### config.mk
export PLATFORM = sky130hd
export DESIGN_NAME = ball_collision
export DESIGN_NICKNAME = d
export VERILOG_FILES = /design/src/rtl/ball_collision_pkg.sv /design/src/rtl/ball_collision_obstacle_slot.sv /design/src/rtl/ball_collision.sv
export SDC_FILE = /design/constraint.sdc
export NUM_CORES = 1
export LEC_CHECK = 0
export BUFFER_PORTS_ARGS = -buffer_cell sky130_fd_sc_hd__buf_2
export CORE_ASPECT_RATIO = 0.6
export CORE_MARGIN = 10
export CORE_UTILIZATION = 40
export CTS_CLUSTER_DIAMETER = 80
export DETAILED_ROUTE_END_ITERATION = 8
export HOLD_SLACK_MARGIN = 0.02
export REMOVE_ABC_BUFFERS = 1
export SYNTH_ARGS = -nofsm -noshare
export SYNTH_HDL_FRONTEND = slang
export SYNTH_HIERARCHICAL = 1
export SYNTH_SLANG_ARGS = --single-unit
### constraint.sdc
create_clock -name clk -period 14.2 [get_ports clk]
set_input_delay 0 -clock clk [delete_from_list [all_inputs] [get_ports clk]]
set_output_delay 0 -clock clk [all_outputs]
set_load 0.02 [all_outputs]
### src/rtl/ball_collision_pkg.sv
// rtl/ball_collision_pkg.sv - shared game constants, state encoding and LFSR step
package ball_collision_pkg;

  typedef enum logic [1:0] {
    ST_IDLE = 2'd0,
    ST_PLAY = 2'd1,
    ST_HIT  = 2'd2,
    ST_OVER = 2'd3
  } game_state_e;

  localparam int C_BALL_R  = 8;
  localparam int C_OBS_H   = 8;
  localparam int C_OBS_W   = 32;
  localparam int C_Y_MIN   = 84;
  localparam int C_Y_MAX   = 596;
  localparam int C_X_MAX   = 479;
  localparam int N_SLOTS   = 4;

  localparam logic [8:0] LFSR_SEED = 9'h1FF;

  // x^9 + x^5 + 1, Fibonacci form; a nonzero seed never reaches zero.
  function automatic logic [8:0] lfsr_next(input logic [8:0] v);
    return {v[7:0], v[8] ^ v[4]};
  endfunction

endpackage

### src/rtl/ball_collision_obstacle_slot.sv
// rtl/ball_collision_obstacle_slot.sv - one obstacle register: valid flag plus x/y position
module obstacle_slot (
  input  logic       clk,
  input  logic       rst_i,
  input  logic       clear_i,
  input  logic       load_i,
  input  logic       move_i,
  input  logic       exit_i,
  input  logic [9:0] load_y_i,
  output logic       valid_o,
  output logic [8:0] x_o,
  output logic [9:0] y_o
);

  logic       valid_q;
  logic [8:0] x_q;
  logic [9:0] y_q;

  // Load beats exit so a slot leaving the field can be reused on the same tick.
  always_ff @(posedge clk or posedge rst_i) begin
    if (rst_i) begin
      valid_q <= 1'b0;
      x_q     <= '0;
      y_q     <= '0;
    end else if (clear_i) begin
      valid_q <= 1'b0;
      x_q     <= '0;
      y_q     <= '0;
    end else if (load_i) begin
      valid_q <= 1'b1;
      x_q     <= '0;
      y_q     <= load_y_i;
    end else if (exit_i) begin
      valid_q <= 1'b0;
    end else if (move_i && valid_q) begin
      x_q     <= x_q + 9'd1;
    end
  end

  assign valid_o = valid_q;
  assign x_o     = x_q;
  assign y_o     = y_q;

endmodule

### src/rtl/ball_collision.sv
// rtl/ball_collision.sv - game FSM: obstacle spawning, motion, collision, lives and score
module ball_collision
  import ball_collision_pkg::*;
#(
  parameter int BALL_R       = C_BALL_R,
  parameter int OBS_H        = C_OBS_H,
  parameter int OBS_W        = C_OBS_W,
  parameter int Y_MIN        = C_Y_MIN,
  parameter int X_MAX        = C_X_MAX,
  parameter int SPAWN_PERIOD = 64,
  parameter int HIT_FRAMES   = 32,
  parameter int LIVES_INIT   = 3
) (
  input  logic        clk,
  input  logic        reset,
  input  logic        start,
  input  logic        frame_tick,
  input  logic [8:0]  x_ball,
  input  logic [9:0]  y_ball,
  output logic [1:0]  state,
  output logic [1:0]  lives,
  output logic [13:0] score,
  output logic        hit_pulse,
  output logic        game_over,
  output logic [3:0]  obs_valid,
  output logic [35:0] obs_x,
  output logic [39:0] obs_y
);

  localparam int SPW = $clog2(SPAWN_PERIOD) + 1;
  localparam int HCW = $clog2(HIT_FRAMES) + 1;

  game_state_e        state_q;
  logic [1:0]         lives_q;
  logic [13:0]        score_q, score_d;
  logic               hit_pulse_q, game_over_q;
  logic [SPW-1:0]     spawn_cnt_q;
  logic [HCW-1:0]     hit_cnt_q;
  logic [8:0]         lfsr_q, lfsr_d;

  logic [N_SLOTS-1:0] slot_valid, hit_vec, exit_vec, free_vec, load_vec, exit_now;
  logic [8:0]         slot_x [N_SLOTS];
  logic [9:0]         slot_y [N_SLOTS];
  logic               start_game, play_tick, hit_any, move_now, spawn_now, clear_all;
  logic [9:0]         spawn_y;
  logic [2:0]         exit_cnt;
  logic [14:0]        score_sum;

  assign start_game = start && (state_q == ST_IDLE || state_q == ST_OVER);
  assign play_tick  = frame_tick && (state_q == ST_PLAY);
  assign hit_any    = play_tick && (|hit_vec);
  assign move_now   = play_tick && !hit_any;
  assign spawn_now  = move_now && (spawn_cnt_q == SPW'(SPAWN_PERIOD - 1));
  assign clear_all  = start_game || hit_any;

  // Exiting slots count as free; isolate the lowest free bit for the spawn.
  assign free_vec = ~slot_valid | exit_vec;
  assign load_vec = spawn_now ? (free_vec & (~free_vec + N_SLOTS'(1))) : '0;
  assign exit_now = move_now ? exit_vec : '0;
  assign spawn_y  = 10'(Y_MIN) + {1'b0, lfsr_q};
  assign lfsr_d   = lfsr_next(lfsr_q);

  for (genvar i = 0; i < N_SLOTS; i++) begin : g_slot
    logic [9:0]  dx;
    logic [10:0] dy;

    assign dx = (x_ball >= slot_x[i]) ? ({1'b0, x_ball} - {1'b0, slot_x[i]})
                                      : ({1'b0, slot_x[i]} - {1'b0, x_ball});
    assign dy = (y_ball >= slot_y[i]) ? ({1'b0, y_ball} - {1'b0, slot_y[i]})
                                      : ({1'b0, slot_y[i]} - {1'b0, y_ball});
    assign hit_vec[i]  = slot_valid[i] && (dx < 10'(BALL_R + OBS_H)) && (dy < 11'(BALL_R + OBS_W));
    assign exit_vec[i] = slot_valid[i] && (slot_x[i] == 9'(X_MAX));

    obstacle_slot u_slot (
      .clk      (clk),
      .rst_i    (reset),
      .clear_i  (clear_all),
      .load_i   (load_vec[i]),
      .move_i   (move_now),
      .exit_i   (exit_now[i]),
      .load_y_i (spawn_y),
      .valid_o  (slot_valid[i]),
      .x_o      (slot_x[i]),
      .y_o      (slot_y[i])
    );

    assign obs_x[9*i +: 9]   = slot_x[i];
    assign obs_y[10*i +: 10] = slot_y[i];
  end

  always_comb begin
    exit_cnt = '0;
    for (int i = 0; i < N_SLOTS; i++) begin
      exit_cnt = exit_cnt + {2'b0, exit_now[i]};
    end
  end

  assign score_sum = {1'b0, score_q} + {12'b0, exit_cnt};
  assign score_d   = (score_sum > 15'd16383) ? 14'h3FFF : score_sum[13:0];

  always_ff @(posedge clk or posedge reset) begin
    if (reset) begin
      state_q     <= ST_IDLE;
      lives_q     <= '0;
      score_q     <= '0;
      hit_pulse_q <= 1'b0;
      game_over_q <= 1'b0;
      spawn_cnt_q <= '0;
      hit_cnt_q   <= '0;
      lfsr_q      <= LFSR_SEED;
    end else begin
      lfsr_q      <= lfsr_d;
      hit_pulse_q <= 1'b0;
      case (state_q)
        ST_IDLE, ST_OVER: begin
          if (start) begin
            state_q     <= ST_PLAY;
            game_over_q <= 1'b0;
            lives_q     <= 2'(LIVES_INIT);
            score_q     <= '0;
            spawn_cnt_q <= '0;
            hit_cnt_q   <= '0;
          end
        end
        ST_PLAY: begin
          if (hit_any) begin
            hit_pulse_q <= 1'b1;
            lives_q     <= lives_q - 2'd1;
            hit_cnt_q   <= '0;
            if (lives_q == 2'd1) begin
              state_q     <= ST_OVER;
              game_over_q <= 1'b1;
            end else begin
              state_q     <= ST_HIT;
            end
          end else if (frame_tick) begin
            score_q     <= score_d;
            spawn_cnt_q <= spawn_now ? '0 : spawn_cnt_q + SPW'(1);
          end
        end
        ST_HIT: begin
          if (frame_tick) begin
            if (hit_cnt_q == HCW'(HIT_FRAMES - 1)) begin
              state_q     <= ST_PLAY;
              hit_cnt_q   <= '0;
              spawn_cnt_q <= '0;
            end else begin
              hit_cnt_q   <= hit_cnt_q + HCW'(1);
            end
          end
        end
        default: state_q <= ST_IDLE;
      endcase
    end
  end

  assign state     = state_q;
  assign lives     = lives_q;
  assign score     = score_q;
  assign hit_pulse = hit_pulse_q;
  assign game_over = game_over_q;
  assign obs_valid = slot_valid;

endmodule

==> results of run 1 <==
[metal layers]
layer / part of all wire / up-vias
met5: 0 / -
met4: 0.013 / 0
met3: 0.10 / 41
met2: 0.39 / 597
met1: 0.49 / 6132
li1: - / 5907
[placed cells by master, fill, tap and decap left out, types with 6 or more instances in the layout]
cell,netlist,final
dfrtp_1,113,113
and4_1,6,6
nor4_1,16,16
or3_2,8,8
a21oi_1,133,133
o21bai_1,6,6
ha_1,163,163
and3_1,30,30
nor2_1,126,126
a211oi_1,21,21
nand2_1,89,89
and2_1,14,14
o31ai_1,26,26
buf_2,24,122
o41ai_1,7,7
nand3b_1,8,8
a311oi_1,9,9
nand3_1,34,34
a21o_1,32,32
dfstp_2,9,9
buf_4,2,8
a41oi_1,7,7
xnor2_1,18,18
o211ai_1,16,16
nor3b_1,6,6
nor2b_1,24,24
nand2b_1,22,22
nor3_1,36,34
mux2i_1,54,54
nand4b_1,9,9
clkbuf_16,0,17
nand4_1,23,23
inv_1,140,139
or2_2,12,12
o21a_1,21,21
a31oi_1,25,25
o21ai_0,75,75
xor2_1,18,18
or4_1,20,20
[how the worst max path moves through the flow]
stage | start | end | slack [ps] | cells after the start
5_1_grt | g_slot[1].u_slot/x_o[4]$_DFFE_PP0P_ | score[7]$_DFFE_PP0P_ | 6260 | 23
3_3_place_gp | g_slot[1].u_slot/x_o[4]$_DFFE_PP0P_ | score[7]$_DFFE_PP0P_ | 7130 | 23
6_report | g_slot[1].u_slot/x_o[4]$_DFFE_PP0P_ | score[7]$_DFFE_PP0P_ | 6800 | 23
2_1_floorplan | g_slot[3].u_slot/x_o[5]$_DFFE_PP0P_ | score[7]$_DFFE_PP0P_ | 8140 | 23
4_1_cts | g_slot[1].u_slot/x_o[4]$_DFFE_PP0P_ | score[7]$_DFFE_PP0P_ | 6970 | 23
3_5_place_dp | g_slot[1].u_slot/x_o[4]$_DFFE_PP0P_ | score[7]$_DFFE_PP0P_ | 6970 | 23
[cell type report]
cell class                      instances  area (sq um)
Timing Repair Buffer                  133           701
Inverter                              140           526
Clock inverter                         13           168
Antenna cell                            1          2.50
Sequential cell                       122          3060
Multi-Input combinational cell       1231          8830
Fill cell                            3063         17000
Clock buffer                           19           443
Tap cell                              416           520
[worst register-to-register path, cell delays in order, from the launching register on]
cell	delay (ps)
dfrtp_1	650
ha_1	440
a21oi_1	340
nand2_1	120
a221oi_2	440
nor4b_1	110
a211o_1	300
xnor2_1	150
o2111a_1	190
a221oi_2	330
and3_4	450
and2_1	610
and3_1	440
fa_1	490
fa_1	410
inv_1	100
fa_1	190
nor2_1	70
and3_1	260
and3_1	250
nand2_1	360
a21oi_1	130
and3_1	190
a221o_1	280
[registers in the layout, indices dropped and copies added, names as in the netlist, 2 cells and up]
signal / count
g_slot.u_slot/valid_o: 4
g_slot.u_slot/x_o: 36
g_slot.u_slot/y_o: 40
hit_cnt_q: 6
lfsr_q: 9
lives: 2
score: 14
spawn_cnt_q: 7
state: 2
[cells by family (layout without fill, tap and decap cells)]
logic type / count (synthesis) / count (layout) / share of synthesized area
other: 0 / 1 / 0
flip-flops: 122 / 122 / 0.241
AO/OA/AOI/OAI: 473 / 473 / 0.252
XOR/XNOR: 36 / 36 / 0.0248
multiplexers: 55 / 55 / 0.0433
adder cells (fa/ha/maj): 166 / 166 / 0.165
AND/OR/NAND/NOR: 501 / 501 / 0.208
buffers and inverters: 206 / 305 / 0.0662
[stage by stage]
stage	hold slack [ps]	cell area (sq um)	total power [mW]
global placement	318	13600	0.594
global route	386	14300	1.11
floorplan	-36.2	12400	0.527
CTS	379	14300	1.06
finish	378	14300	1.06
detailed placement	330	13600	0.594
[report_power, final]
group          leakage, nW  internal (mW)  switching [mW]
clock network        0.294          0.282           0.182
logic                 4.55         0.0799           0.139
registers             1.65          0.360          0.0157
[repair_timing]
action                     4_1_cts  5_1_grt
hold buffers                     3        0
setup endpoints to repair        0        0
hold endpoints to repair       116        0
==> results_dict.tcl, run 1 <==
set metrics [dict create \
    worst_slack_ps 6800 \
    met1_usage 0.334 \
    tightest_slew_ps 1080 \
    path_delay_family "simple AND/OR/NAND/NOR gates" \
    crit_arrival_ps 7720 \
    layout.nets 1834 \
    max-clock-path-buffers 2 \
    use_met3 0.0682 \
    layout.cells.non_filler 2075 \
    antenna_left 0 \
    via_per_inst 6.11 \
    gp_congestion 1.01 \
    path_clk_slew_ps 60 \
    pre_cts_ws_ps 6970 \
    die_w_um 250 \
    io_pins 123 \
    yosys_warnings 6 \
    clock_latency_ps 450 \
    initialDrtViolationCount 1432 \
    remaining_drc_errors 0 \
    grt_pass1_wl_um 69200 \
    port_buffers 122 \
    dp_cells 2039 \
    vias 12700 \
    setup_violations 0 \
    cts_sinks 122 \
    grt_max_degree 49 \
    gr-usage-met2 0.300 \
    cap_violations 0 \
    fmax_mhz 135 \
    slew_headroom 0.280 \
    ys_seq_area_frac 0.241 \
    antenna_found_initial 0 \
    fin_skew_ps 14.9 \
    drv_slew 0 \
    leakage_nw 6.49 \
    tns_ps 0 \
    rows 50 \
    coreArea_sq_um 31300 \
    path_cells "ha_1, a21oi_1, nand2_1, a221oi_2, nor4b_1, a211o_1, xnor2_1, o2111a_1, a221oi_2, and3_4, and2_1, and3_1, fa_1, fa_1, inv_1, fa_1, nor2_1, and3_1, and3_1, nand2_1, a21oi_1, and3_1, a221o_1" \
    yosys.area.top_type "dfrtp_1" \
    async_flop_share 1.00 \
    peakVddDrop_uv 90.1 \
    cts_buffers 17 \
    status "complete, no violations" \
    cts_tree "done" \
    ys.flop_type "dfrtp_1" \
    avgSynthCellArea_sq_um 8.17 \
    synth-edff-count 0 \
    rsz0062_at_grt "false" \
    powerDensity_nw_per_um2 74.2 \
    crit_path_frequent_cell "and3_1" \
    rr_worst_depth 23 \
    cts_max_level 4 \
    reg2reg_setup_slack_ps 6800 \
    yosys-top-cells-count "ha_1, inv_1, a21oi_1, nor2_1, dfrtp_1" \
    r2r_start "g_slot[1].u_slot/x_o[4]$_DFFE_PP0P_" \
    syn_area_sq_um 12700 \
    grt_overflow 0 \
    globalRoute.busiestLayer "met1" \
    fin_util 0.456 \
    wl_per_cell_um 21.9 \
    start_util 0.407 \
    fin_crit_sh 0.521 \
    worst-setup-path-type "reg -> reg" \
    critical_path.max_stage_delay_ps 650 \
    crit_path_start_kind "flip-flop" \
    end_kind "flip-flop" \
    synth_most_common_cell "ha_1" \
    period_needed_ps 7400 \
    ys_ff_latch 122 \
    dpl.hpwl_um 35500 \
    grtUsageTotal 0.223 \
    critPathMaxFanout 29 \
    hold_viol 0 \
    clockRootBuffer "clkbuf_16" \
    totalWireLength_um 45500 \
    cp_num_buf_inv 1 \
    hp-class "in -> async" \
    critPathRequiredTime_ps 14530 \
    synth_top_area_frac 0.222 \
    grt_pass1_vias 11500 \
    ys_top_cells_by_area "dfrtp_1, ha_1, a21oi_1, mux2i_1, inv_1" \
    ctsResizeCount 0 \
    drtPass1Iterations 5 \
    ys_types 90 \
    syn_inst 1559 \
    critical-path-slowest-cell "dfrtp_1" \
    fp.dieArea_sq_um 39600 \
    syn_to_final_growth_pct 12.0 \
    cts_setup_buffers 0 \
    drive_gt1_frac 0.132 \
    r2r_end "score[7]$_DFFE_PP0P_" \
    die_h_um 158 \
]
No activity file was read; power rests on OpenSTA's default activity.
==> inputs of run 2 (changes only) <==
Settings changed: ABC_AREA from default to 1.
Clock period 14.2 ns to 6.2 ns, I/O delays scaled along.
==> run 2 against run 1 <==
Compared with the run above:
- largest power group unchanged
- worst setup slack worse by 6400 ps
- first-iteration DRC count is 16% higher
- count of clock-buffer cells in the layout is 1 lower
- hold slack worse by 310 ps
- critical endpoint is now score[12]$_DFFE_PP0P_
- largest cell class unchanged
- synthesized cell count is 51% higher
==> results_dict.tcl, run 2 <==
set metrics [dict create \
    start_util 0.404 \
    die_h_um 168 \
    fin_skew_ps 12.5 \
    largest_register_ffs 40 \
    layout.nets 2672 \
    p_int_mw 1.66 \
    fin_total_pwr_mw 2.66 \
    layout.cells.non_filler 2972 \
    layout_commonest_cell "nand2_1" \
    synth_top_family_by_area "simple AND/OR/NAND/NOR gates" \
    synth-xor-area-share 0.0174 \
    drv_slew 0 \
    startpoint "g_slot[3].u_slot/x_o[5]$_DFFE_PP0P_" \
    placed_cell_area_sq_um 15700 \
    hp-class "in -> reg" \
    ys_ff_latch 122 \
    ys_top_cells_by_area "nand2_1, dfrtp_1, ha_1, inv_1, nand3_1" \
    dp_cells 2938 \
    final_area_sq_um 16400 \
    synthAdderAreaFrac 0.143 \
    dpl.hpwl_um 41900 \
    peakVddDrop_uv 197 \
    synth_compound_area_frac 0.110 \
    hold_viol 0 \
    fp.dieArea_sq_um 44900 \
    yosys-top-cells-count "nand2_1, inv_1, nor2_1, nand3_1, ha_1" \
    leakage_nw 8.97 \
    end_kind "flip-flop" \
    grt_overflow 0 \
    rsz0062_at_grt "false" \
    ys.flop_type "dfrtp_1" \
    setup_violations 0 \
    slew_headroom 0.299 \
    endpoint "score[12]$_DFFE_PP0P_" \
    gp_congestion 0.971 \
    swShare 0.376 \
    syn_to_final_growth_pct 11.8 \
    clock_latency_ps 440 \
    grtUsageTotal 0.225 \
    clockRootBuffer "clkbuf_16" \
    wl_per_cell_um 17.2 \
    pre_cts_ws_ps 445 \
    worst_slack_ps 449 \
    critPathRequiredTime_ps 6510 \
    cts_buffers 17 \
    rows 54 \
    grt_pass1_vias 13700 \
    syn_area_sq_um 14600 \
    io_pins 123 \
    antenna_left 0 \
    pwr-share-comb 0.292 \
    antenna_found_initial 0 \
    initialDrtViolationCount 1664 \
    reg2reg_setup_slack_ps 450 \
    drive_gt1_frac 0.130 \
    cts_max_level 4 \
    crit_path_start_kind "flip-flop" \
    yosys_warnings 6 \
    layout_common_cells "nand2_1, inv_1, nor2_1" \
    async_flop_share 1.00 \
    critPathMaxFanout 8 \
    grt_pass1_wl_um 79300 \
    synth-edff-count 0 \
    totalWireLength_um 51100 \
    synth_most_common_cell "nand2_1" \
    diodes 0 \
    tns_ps 0 \
    pwr-share-clk 0.396 \
    crit_arrival_ps 6060 \
    cts_sinks 122 \
    ys_seq_area_frac 0.209 \
    p_seq_frac 0.312 \
    vias 15400 \
    die_w_um 267 \
    tightest_slew_ps 1050 \
    grt_max_degree 43 \
    r2r_start "g_slot[3].u_slot/x_o[5]$_DFFE_PP0P_" \
    remaining_drc_errors 0 \
    muxShareOfSynthArea 0 \
    r2r_end "score[12]$_DFFE_PP0P_" \
    n_fill_cell 3745 \
    cts_tree "done" \
    status "complete, no violations" \
    synth_top_area_frac 0.203 \
    switchingPower_mw 1.00 \
    fmax_mhz 174 \
    syn_inst 2356 \
    max-clock-path-buffers 2 \
    path_clk_slew_ps 60 \
    rr_worst_depth 27 \
    via_per_inst 5.18 \
    fin_util 0.452 \
    fin_crit_sh 0.928 \
    worst-setup-path-type "reg -> reg" \
    worst_hold_slack_ps 69.2 \
    avgSynthCellArea_sq_um 6.21 \
    powerDensity_nw_per_um2 163 \
    coreArea_sq_um 36200 \
    cap_violations 0 \
    period_needed_ps 5750 \
    synth-simple-area-share 0.400 \
    port_buffers 122 \
    yosys.area.top_type "nand2_1" \
    ys_types 48 \
    drtPass1Iterations 7 \
]
==> run 2: area by class of cell <==
| class | count | area (sq um) | area share |
|---|---|---|---|
| clock buffer | 18 | 439 | 0.0268 |
| clock inverter | 14 | 170 | 0.0104 |
| inverter | 429 | 1610 | 0.0984 |
| multi-input combinational | 1785 | 9820 | 0.600 |
| sequential | 122 | 3060 | 0.187 |
| tap | 476 | 596 | 0.0364 |
| timing repair buffer | 128 | 661 | 0.0404 |
==> run 2: timing repair <==
item / 4_1_cts / 5_1_grt
buffers inserted: 0 / 0
setup endpoints to repair: 0 / 3
endpoints found under the hold margin: 114 / 0
resized for setup: 0 / 4
hold buffers: 2 / 0
==> run 2: logic make-up after synthesis <==
logic type / count (synthesis)
AO/OA/AOI/OAI: 260
XOR/XNOR: 29
adder cells (fa/ha/maj): 166
buffers and inverters: 449
flip-flops: 122
AND/OR/NAND/NOR: 1330
==> run 2: worst min-delay path by stage <==
stage / cells past startpoint / startpoint / slack, ps / to
after global placement: 2 / reset / 280 / g_slot[3].u_slot/y_o[0]$_DFFE_PP0P_
after floorplan: 1 / reset / -40 / g_slot[0].u_slot/valid_o$_DFFE_PP0P_
after CTS: 5 / frame_tick / 50 / spawn_cnt_q[6]$_DFFE_PP0P_
after global routing: 5 / frame_tick / 90 / spawn_cnt_q[6]$_DFFE_PP0P_
after detailed placement: 2 / reset / 290 / g_slot[1].u_slot/y_o[2]$_DFFE_PP0P_
final: 5 / frame_tick / 70 / spawn_cnt_q[6]$_DFFE_PP0P_
==> run 2: critical path: stages, from the launching register on <==
cell	delay, ps
dfrtp_1	480
ha_1	460
nand2_2	170
inv_1	90
nand2_2	100
nand3_2	110
a21oi_1	310
nand2_1	140
a21oi_1	160
nand2_1	100
nor2_4	200
nand3_2	210
nand2_2	160
nor2_4	60
nand2_4	120
nor4_1	110
fa_1	540
fa_1	220
inv_1	70
fa_1	410
nor2_1	210
nand3_1	120
nor2_1	190
nand2_1	110
nor2_1	180
nand2_1	70
o311ai_0	420
o21ai_2	110
==> run 2: layer usage <==
metal  up-vias  track usage  routed length (um)
met1      7062        0.351               25900
li1       7653            -                   -
met3        24       0.0709                5570
met2       646        0.295               19300
met5         -            0                   0
met4         0       0.0268                 249
==> run 2: power groups by stage <==
stage	Combinational [mW]	Clock (mW)	Sequential [mW]
2_1_floorplan	0.516	0	0.854
3_3_place_gp	0.754	0	0.845
3_5_place_dp	0.760	0	0.844
4_1_cts	0.765	1.08	0.830
5_1_grt	0.865	1.11	0.834
6_report	0.778	1.05	0.831
==> inputs of run 3 (changes only) <==
Settings changed: CELL_PAD_IN_SITES_DETAIL_PLACEMENT from default to 0, CELL_PAD_IN_SITES_GLOBAL_PLACEMENT from default to 1, PLACE_DENSITY_LB_ADDON from default to 0.1, TNS_END_PERCENT from default to 100.
==> run 3 against run 2 <==
Compared with the run above:
- hold slack gained 30 ps
- routed wire length up 5.1%
- via count decreased by 1.4%
- global-route usage grew 1.1 points
- critical path depth is 2 lower
- clock skew grew 5.3 ps
- register-to-register slack gained 30 ps
- count of clock-buffer cells in the layout stayed put
- sequential power grew 1%
- critical path type unchanged
==> results_dict.tcl, run 3 (synthesis results as in run 2) <==
set metrics [dict create \
    layout.nets 2676 \
    coreArea_sq_um 36200 \
    critical_path.max_stage_delay_ps 540 \
    largest_register_ffs 40 \
    wl_per_cell_um 18.0 \
    hold_end "spawn_cnt_q[6]$_DFFE_PP0P_" \
    worst-setup-path-type "reg -> reg" \
    hold_viol 0 \
    regArea_sq_um 3060 \
    reg2reg_setup_slack_ps 480 \
    drv_slew 0 \
    antenna_left 0 \
    crit_path_start_kind "flip-flop" \
    layout_commonest_cell "nand2_1" \
    leakage_nw 9.01 \
    cts_buffers 17 \
    tns_ps 0 \
    worst_slack_ps 479 \
    die_h_um 168 \
    powerDensity_nw_per_um2 167 \
    gp_congestion 0.973 \
    r2r_end "score[12]$_DFFE_PP0P_" \
    grt_max_degree 43 \
    grtUsageTotal 0.236 \
    critPathMaxFanout 8 \
    whs_path_depth 5 \
    max-clock-path-buffers 2 \
    critPathRequiredTime_ps 6510 \
    antenna_found_initial 0 \
    crit_arrival_ps 6030 \
    fp.dieArea_sq_um 44900 \
    dpl.hpwl_um 44600 \
    layout.cells.non_filler 2976 \
    remaining_drc_errors 0 \
    period_needed_ps 5720 \
    r2r_start "g_slot[3].u_slot/x_o[5]$_DFFE_PP0P_" \
    pwr-share-comb 0.286 \
    fin_total_pwr_mw 2.75 \
    grt_pass1_vias 13800 \
    switchingPower_mw 1.01 \
    io_pins 123 \
    cts_setup_buffers 0 \
    initialDrtViolationCount 1496 \
    status "complete, no violations" \
    clock_latency_ps 440 \
    tightest_slew_ps 1050 \
    crit_path_frequent_cell "nand2_1" \
    vias 15200 \
    via_per_inst 5.10 \
    slew_headroom 0.301 \
    diodes 0 \
    n_fill_cell 3892 \
    cts_sinks 122 \
    grt_pass1_wl_um 82500 \
    die_w_um 267 \
    cap_violations 0 \
    end_kind "flip-flop" \
    start_util 0.404 \
    p_seq_frac 0.305 \
    totalWireLength_um 53700 \
    dp_cells 2942 \
    fmax_mhz 175 \
    syn_to_final_growth_pct 12.3 \
    rows 54 \
    fin_skew_ps 17.8 \
    critical-path-slowest-cell "fa_1" \
    drtPass1Iterations 5 \
    layout_common_cells "nand2_1, inv_1, nor2_1" \
    port_buffers 122 \
    hp-class "in -> reg" \
    cts_max_level 4 \
    peakVddDrop_uv 217 \
    swShare 0.368 \
    clockRootBuffer "clkbuf_16" \
    grt_overflow 0 \
    pre_cts_ws_ps 210 \
    cts_tree "done" \
    setup_violations 0 \
    rsz0062_at_grt "false" \
    rr_worst_depth 25 \
    path_clk_slew_ps 60 \
    worstHoldStart "frame_tick" \
    drive_gt1_frac 0.130 \
    multi_input_area_sq_um 9820 \
    fin_crit_sh 0.923 \
    p_int_mw 1.74 \
    pwr-share-clk 0.409 \
]
run 3: how the worst max path moves through the flow:
stage	start	endpoint	slack [ps]
after global placement	g_slot[3].u_slot/x_o[5]$_DFFE_PP0P_	score[8]$_DFFE_PP0P_	360
after detailed placement	x_ball[7]	score[6]$_DFFE_PP0P_	210
after floorplan	g_slot[2].u_slot/x_o[4]$_DFFE_PP0P_	score[8]$_DFFE_PP0P_	1490
after global routing	g_slot[3].u_slot/x_o[5]$_DFFE_PP0P_	score[12]$_DFFE_PP0P_	50
after CTS	g_slot[3].u_slot/x_o[5]$_DFFE_PP0P_	score[6]$_DFFE_PP0P_	230
final	g_slot[3].u_slot/x_o[5]$_DFFE_PP0P_	score[12]$_DFFE_PP0P_	480
run 3: metrics by stage:
step	hold slack, ps	util	area [sq um]
6_report	98.8	0.454	16400
5_1_grt	107	0.454	16400
4_1_cts	67.8	0.453	16400
3_5_place_dp	296	0.435	15700
3_3_place_gp	269	0.435	15700
2_1_floorplan	-36.2	-	14500
run 3: cell type report:
cell class	count	area share
Multi-Input combinational cell	1785	0.598
Sequential cell	122	0.187
Tap cell	476	0.0363
Inverter	429	0.0980
Clock inverter	14	0.0136
Timing Repair Buffer	132	0.0420
Clock buffer	18	0.0261
run 3: per-layer routing:
layer | vias up | GRT usage | routed length, um
met2 | 550 | 0.301 | 19400
met4 | 0 | 0.0278 | 296
met5 | - | 0 | 0
met3 | 21 | 0.0674 | 5140
li1 | 7650 | - | -
met1 | 6955 | 0.378 | 28900
run 3: worst max-delay path: cells and delay by family, from the launching register on:
family / cells / cell delay, ps
AND/OR/NAND/NOR: 15 / 2230
AO/OA/AOI/OAI: 5 / 1230
adder cells (fa/ha/maj): 4 / 1590
buffers and inverters: 1 / 60
flip-flops: 1 / 470
run 3: power groups by stage:
stage	clock [mW]	combinational (mW)	sequential, mW
2_1_floorplan	0	0.516	0.854
3_3_place_gp	0	0.772	0.850
3_5_place_dp	0	0.771	0.851
4_1_cts	1.15	0.776	0.838
5_1_grt	1.19	0.878	0.840
6_report	1.13	0.786	0.839
run 3: what timing repair did:
item                                    CTS  global route
endpoints found under the hold margin   114             0
endpoints found under the setup margin    0            11
hold buffers                              2             0
resized for setup                         0             3
